$ cat config.mk
export PLATFORM = sky130hd
export DESIGN_NAME = tlb_l2_ctrl
export DESIGN_NICKNAME = d
export VERILOG_FILES = /design/src/rtl/tlb_l2_ctrl.sv
export SDC_FILE = /design/constraint.sdc
export NUM_CORES = 1
export LEC_CHECK = 0
export ABC_AREA = 1
export BUFFER_PORTS_ARGS = -buffer_cell sky130_fd_sc_hd__buf_2
export CAP_MARGIN = 5
export CELL_PAD_IN_SITES_DETAIL_PLACEMENT = 1
export CELL_PAD_IN_SITES_GLOBAL_PLACEMENT = 1
export CORE_AREA = 2 2 188 190
export DETAILED_ROUTE_END_ITERATION = 16
export DIE_AREA = 0 0 190 192
export GPL_TIMING_DRIVEN = 0
export PLACE_DENSITY_LB_ADDON = 0.1
export SYNTH_ARGS = -nofsm -noshare
export SYNTH_HDL_FRONTEND = slang
export SYNTH_SLANG_ARGS = --single-unit
$ cat constraint.sdc
create_clock -name clk_i -period 1.9 [get_ports clk_i]
set_input_delay 0.19 -clock clk_i [delete_from_list [all_inputs] [get_ports clk_i]]
set_output_delay 0.19 -clock clk_i [all_outputs]
set_load 0.02 [all_outputs]
$ cat src/rtl/tlb_l2_ctrl.sv
// ----------------------------------------------------------------------------
// tlb_l2_ctrl
//
// Purpose:
//    Sequencer and arbiter in front of the shared set-associative L2 TLB.
//    Accepts miss requests from the ITLB and DTLB, starts the L2 hash-rehash
//    lookup and returns hits. On an L2 miss the request is handed to the
//    page-table walker, and the walk result is written back into the L2 TLB.
//    Only one request is in flight at a time.
//
// Ports:
//    clk_i, rst_ni              clock, synchronous active-low reset
//    flush_i                    SFENCE flush (same pulse the L2 TLB sees)
//    itlb_* / dtlb_*            request (level, held until granted), vaddr,
//                               ASID, combinational grant, response pulse
//    resp_*                     shared response: PTE, page size, walk fault
//    lu_*                       L2 TLB lookup start/address and status
//    update_o                   L2 TLB refill after a successful walk
//    ptw_*                      page-table walker request and result
// ----------------------------------------------------------------------------

package tlb_l2_pkg;
   localparam int unsigned VLEN     = 39;
   // The refill ASID field is sized for the widest ASID the L2 may use; the
   // controller fills the low ASID_WIDTH bits and leaves the rest zero.
   localparam int unsigned ASID_MAX = 16;

   typedef logic [63:0] pte_t;

   typedef struct packed {
      logic                valid;
      logic                is_2M;
      logic                is_1G;
      logic [26:0]         vpn;
      logic [ASID_MAX-1:0] asid;
      pte_t                content;
   } tlb_update_t;
endpackage

module tlb_l2_ctrl
   import tlb_l2_pkg::*;
#(
   parameter int unsigned ASID_WIDTH = 1,
   parameter bit          DTLB_PRIO  = 1'b0
) (
   input  logic                  clk_i,
   input  logic                  rst_ni,
   input  logic                  flush_i,
   input  logic                  itlb_req_i,
   input  logic [VLEN-1:0]       itlb_vaddr_i,
   input  logic [ASID_WIDTH-1:0] itlb_asid_i,
   input  logic                  dtlb_req_i,
   input  logic [VLEN-1:0]       dtlb_vaddr_i,
   input  logic [ASID_WIDTH-1:0] dtlb_asid_i,
   output logic                  itlb_gnt_o,
   output logic                  dtlb_gnt_o,
   output logic                  itlb_resp_valid_o,
   output logic                  dtlb_resp_valid_o,
   output pte_t                  resp_content_o,
   output logic                  resp_is_2M_o,
   output logic                  resp_is_1G_o,
   output logic                  resp_error_o,
   output logic                  lu_access_o,
   output logic [VLEN-1:0]       lu_vaddr_o,
   output logic [ASID_WIDTH-1:0] lu_asid_o,
   input  logic                  lu_hit_i,
   input  logic                  lu_is_2M_i,
   input  logic                  lu_is_1G_i,
   input  logic                  all_hashes_checked_i,
   input  pte_t                  lu_content_i,
   output tlb_update_t           update_o,
   output logic                  ptw_req_o,
   output logic [VLEN-1:0]       ptw_vaddr_o,
   output logic [ASID_WIDTH-1:0] ptw_asid_o,
   input  logic                  ptw_valid_i,
   input  logic                  ptw_error_i,
   input  pte_t                  ptw_content_i,
   input  logic                  ptw_is_2M_i,
   input  logic                  ptw_is_1G_i
);

   typedef enum logic [1:0] {
      IDLE,
      LOOKUP,
      WALK,
      RESP
   } state_e;

   state_e                state_q;
   logic                  kill_q;
   logic                  rr_dtlb_q;
   logic                  req_dtlb_q;
   logic                  first_lu_q;
   logic                  from_walk_q;
   logic                  err_q;
   logic                  is_2M_q;
   logic                  is_1G_q;
   logic [VLEN-1:0]       vaddr_q;
   logic [ASID_WIDTH-1:0] asid_q;
   pte_t                  content_q;

   logic grant_en;
   logic pick_dtlb;
   logic any_gnt;
   logic resp_fire;

   // Arbitration is only open in IDLE and never while a flush is pending.
   // The DTLB wins when it is alone, when fixed priority is selected, or when
   // the round-robin pointer says the ITLB was served last.
   always_comb begin
      grant_en   = (state_q == IDLE) && !flush_i;
      pick_dtlb  = dtlb_req_i && (!itlb_req_i || DTLB_PRIO || rr_dtlb_q);
      any_gnt    = grant_en && (itlb_req_i || dtlb_req_i);
      itlb_gnt_o = grant_en && itlb_req_i && !pick_dtlb;
      dtlb_gnt_o = grant_en && pick_dtlb;
   end

   // Main sequencer. A flush seen during the lookup or the walk only marks
   // the transaction as killed: the L2 hash sequence and the walker are always
   // allowed to finish so their internal state stays consistent, and the
   // result is then silently dropped in RESP.
   always_ff @(posedge clk_i) begin
      if (!rst_ni) begin
         state_q     <= IDLE;
         kill_q      <= 1'b0;
         rr_dtlb_q   <= 1'b0;
         req_dtlb_q  <= 1'b0;
         first_lu_q  <= 1'b0;
         from_walk_q <= 1'b0;
         err_q       <= 1'b0;
         is_2M_q     <= 1'b0;
         is_1G_q     <= 1'b0;
         vaddr_q     <= '0;
         asid_q      <= '0;
         content_q   <= '0;
      end else begin
         case (state_q)
            IDLE: begin
               if (any_gnt) begin
                  vaddr_q    <= pick_dtlb ? dtlb_vaddr_i : itlb_vaddr_i;
                  asid_q     <= pick_dtlb ? dtlb_asid_i : itlb_asid_i;
                  req_dtlb_q <= pick_dtlb;
                  rr_dtlb_q  <= !pick_dtlb;
                  first_lu_q <= 1'b1;
                  kill_q     <= 1'b0;
                  state_q    <= LOOKUP;
               end
            end
            LOOKUP: begin
               first_lu_q <= 1'b0;
               if (flush_i) begin
                  kill_q <= 1'b1;
               end
               if (all_hashes_checked_i) begin
                  from_walk_q <= 1'b0;
                  err_q       <= 1'b0;
                  content_q   <= lu_content_i;
                  is_2M_q     <= lu_is_2M_i;
                  is_1G_q     <= lu_is_1G_i;
                  state_q     <= lu_hit_i ? RESP : WALK;
               end
            end
            WALK: begin
               if (flush_i) begin
                  kill_q <= 1'b1;
               end
               if (ptw_valid_i) begin
                  from_walk_q <= 1'b1;
                  err_q       <= ptw_error_i;
                  content_q   <= ptw_error_i ? '0 : ptw_content_i;
                  is_2M_q     <= ptw_is_2M_i;
                  is_1G_q     <= ptw_is_1G_i;
                  state_q     <= RESP;
               end
            end
            RESP: begin
               kill_q  <= 1'b0;
               state_q <= IDLE;
            end
            default: state_q <= IDLE;
         endcase
      end
   end

   // Response and request outputs are decoded from registered state only, and
   // are forced to zero outside the state that owns them so the buses idle
   // at zero.
   always_comb begin
      resp_fire         = (state_q == RESP) && !kill_q;
      itlb_resp_valid_o = resp_fire && !req_dtlb_q;
      dtlb_resp_valid_o = resp_fire && req_dtlb_q;
      resp_content_o    = resp_fire ? content_q : '0;
      resp_is_2M_o      = resp_fire && is_2M_q;
      resp_is_1G_o      = resp_fire && is_1G_q;
      resp_error_o      = resp_fire && err_q;
      lu_access_o       = first_lu_q;
      lu_vaddr_o        = (state_q == LOOKUP) ? vaddr_q : '0;
      lu_asid_o         = (state_q == LOOKUP) ? asid_q : '0;
      ptw_req_o         = (state_q == WALK);
      ptw_vaddr_o       = (state_q == WALK) ? vaddr_q : '0;
      ptw_asid_o        = (state_q == WALK) ? asid_q : '0;
   end

   // Refill the L2 only with a good walk result. A flush arriving in the
   // response cycle itself still lets the requester see its answer but must
   // keep the now-stale translation out of the L2.
   always_comb begin
      update_o = '0;
      if (resp_fire && from_walk_q && !err_q && !flush_i) begin
         update_o.valid                = 1'b1;
         update_o.is_2M                = is_2M_q;
         update_o.is_1G                = is_1G_q;
         update_o.vpn                  = vaddr_q[38:12];
         update_o.asid[ASID_WIDTH-1:0] = asid_q;
         update_o.content              = content_q;
      end
   end

endmodule
==> impl_metrics.yaml <==
outcome:
  status: "finished with violations"
  violations: "setup timing"
floorplanning:
  die_area_um2: 36500
  fp.dieW_um: 190
  io_pins: 484
  rows: 68
  initial_core_util: 0.224
  die_h_um: 192
  design.core.area_um2: 34300
yosys:
  postSynthAreaPerCell_um2: 5.39
  ys_ff_latch: 114
  yosysUniqueCellTypes: 19
  yosys-top-cells-area: "dfxtp_1 (30%), nand2_1 (17%), nor2_1 (16%)"
  syn-cell-area_um2: 7670
  yosysTopAreaCellShare: 0.297
  seq_area_frac_synth: 0.297
  synth_top_cell_by_area: "dfxtp_1"
  synth_warnings: 0
  syn_inst: 1423
detailed_routing:
  ant_nets: 0
  routedWlPerCell_um: 17.5
  drt_first_pass_iters: 4
  vias: 10500
  via_per_inst: 4.29
  drt_iter0_drc: 242
  drc: 0
  wl_mm: 42.6
worst_setup_path:
  cp_max_fo: 10
  crit_path_cell_trace: "ha_4 > nand2_8 > nor2_4 > inv_4 > buf_12 > buf_12 > nor2_4 > buf_6"
  arrival_ns: 1.89
  cp.required_ns: 1.71
  cpMaxStageDelayCell: "dfxtp_4"
  end_kind: "output port"
  startpoint_type: "flop"
  slowest_delay_ns: 0.39
  crit_type: "flop to output port"
placement:
  place_area_um2: 10600
  io_buffers: 468
  place_congestion: 0.814
  hpwl_mm: 31.8
  pre_cts_ws_ns: -1.03
global_route:
  antenna_found_initial: 14
  grt_usage: 0.218
  grt_pass1_wl_mm: 60.1
  grt_max_degree: 17
  grt_pass1_vias: 10500
  gr-total-overflow: 0
hold_path:
  min_path_type: "input port to flop"
sta:
  hold_violations: 0
  fmax_ghz: 0.481
  fin_crit_sh: 1.09
  worst_pin_slew_ns: 0.810
  post-route-min-period_ns: 2.08
  drv_slew: 0
  skew_ns: 0.0168
  rsz0062_at_grt: "true"
  worst_slack_ns: -0.180
  worst_slew_margin_rel: 0.460
  finalSetupViolations: 128
clocking:
  tritoncts: "built"
  root_buffer: "clkbuf_16"
  clkTransAtPathRegs_ns: 0.06
  numCtsBuffers: 17
  cts_hold_buffers: 0
  clock_latency_ns: 0.44
  clock_path_buffers: 2
  htreeDepth: 4
  cts.sinks: 114
job:
  cap_violations: 0
pwr:
  irDropWorstVdd_mv: 0.666
  p_leak_nw: 8.05
  power_density_nw_per_um2: 1200
cells_and_area:
  post-route-cell-area_um2: 14100
  area_growth_syn_to_layout_pct: 84.0
  final_nets: 2188
  drive_above_1_share: 0.413
==> worst paths after layout <==
kind | end | depth (start not counted) | slack [ns] | from
max | update_o[90] | 8 | -0.18 | state_q[0]
min reg2reg | from_walk_q | 2 | 0.46 | from_walk_q
max reg2reg | is_2M_q | 11 | 0.04 | state_q[0]
min | vaddr_q[17] | 5 | 0.04 | dtlb_vaddr_i[17]
==> stage by stage <==
| stage | util | hold WS (ns) | cells | total power [mW] | TNS, ns |
|---|---|---|---|---|---|
| 3_5_place_dp | 0.310 | 0.456 | 2360 | 10.6 | -110.32 |
| 6_report | 0.412 | 0.0407 | 2438 | 17.0 | -12.76 |
| 4_1_cts | 0.364 | 0.0258 | 2413 | 15.2 | -23.07 |
| 3_3_place_gp | 0.310 | 0.451 | 2360 | 10.4 | -109.40 |
| 5_1_grt | 0.412 | 0.0515 | 2435 | 18.3 | -22.86 |
| 2_1_floorplan | - | 0.355 | 1437 | 8.17 | 0 |
==> routing by layer <==
layer / global-route usage / share of wire
met5: 0 / 0.0018
met1: 0.235 / 0.39
met4: 0.0575 / 0.016
met2: 0.413 / 0.52
met3: 0.0640 / 0.073
==> synth_stat cells <==
| master | number |
|---|---|
| buf_6 | 1 |
| buf_4 | 22 |
| clkbuf_1 | 42 |
| nand3_1 | 134 |
| inv_1 | 301 |
| a21boi_0 | 1 |
| o21bai_1 | 1 |
| o21ai_2 | 1 |
| buf_2 | 33 |
| buf_1 | 7 |
| nand2_1 | 339 |
| a21oi_1 | 24 |
| nor2_1 | 327 |
| dfxtp_1 | 114 |
| inv_2 | 1 |
| o21ai_0 | 68 |
| o211ai_2 | 1 |
| ha_1 | 5 |
| conb_1 | 1 |
==> registers in the layout, summed over array words and instances, names as in the netlist <==
register     count
state_q          2
kill_q           1
is_2M_q          1
rr_dtlb_q        1
lu_access_o      1
req_dtlb_q       1
content_q       64
asid_q           1
vaddr_q         39
is_1G_q          1
err_q            1
from_walk_q      1
==> worst max-delay path: cells and delay by family, from the launching register on <==
family / cells / cell delay (ns)
fa+ha+maj: 1 / 0.18
buf+inv: 4 / 0.54
flops: 1 / 0.39
simple gates: 3 / 0.34
==> where the power goes <==
group	internal, mW	switching [mW]
clock	1.96	1.29
combinational	4.15	5.91
sequential	3.23	0.439
==> logic make-up after synthesis <==
kind of cell | Yosys count | share of synthesized area
AOI/OAI and AO/OA | 96 | 0.0647
adders and majority gates | 5 | 0.00815
DFF | 114 | 0.297
and+or+nand+nor | 800 | 0.413
other | 1 | 0.000489
buffers and inverters | 407 | 0.216
==> cell usage in the layout (no fill, tap or decap), types with 4 or more instances in the layout <==
master / synthesis / layout
conb_1: 1 / 15
inv_1: 301 / 255
buf_2: 33 / 276
o21ai_0: 68 / 68
nor2_2: 0 / 47
nand2_4: 0 / 27
buf_4: 22 / 126
clkbuf_2: 0 / 6
buf_8: 0 / 12
nand2_2: 0 / 24
dfxtp_1: 114 / 112
clkbuf_16: 0 / 35
buf_6: 1 / 128
ha_4: 0 / 4
nor2_4: 0 / 44
diode_2: 0 / 8
clkinvlp_4: 0 / 6
nand2_1: 339 / 287
a21oi_1: 24 / 22
nand3_1: 134 / 134
inv_2: 1 / 45
clkbuf_1: 42 / 24
buf_16: 0 / 5
nor2_1: 327 / 236
buf_12: 0 / 13
==> what timing repair did <==
item / 4_1_cts / 5_1_grt
setup endpoints to repair: 346 / 311
cloned: 4 / 16
pin swaps: 8 / 17
buffers inserted: 19 / 7
gates resized for setup: 326 / 443
==> final cells by class <==
type                            instances  area (um^2)
Clock inverter                         13          138
Clock buffer                           19          443
Timing Repair Buffer                  511         4010
Antenna cell                            8         20.0
Sequential cell                       114         2290
Multi-Input combinational cell        916         4580
Tap cell                              455          569
Buffer                                100          931
Inverter                              302         1140
Fill cell                            4515        20200
No activity file was read; power rests on OpenSTA's default activity.
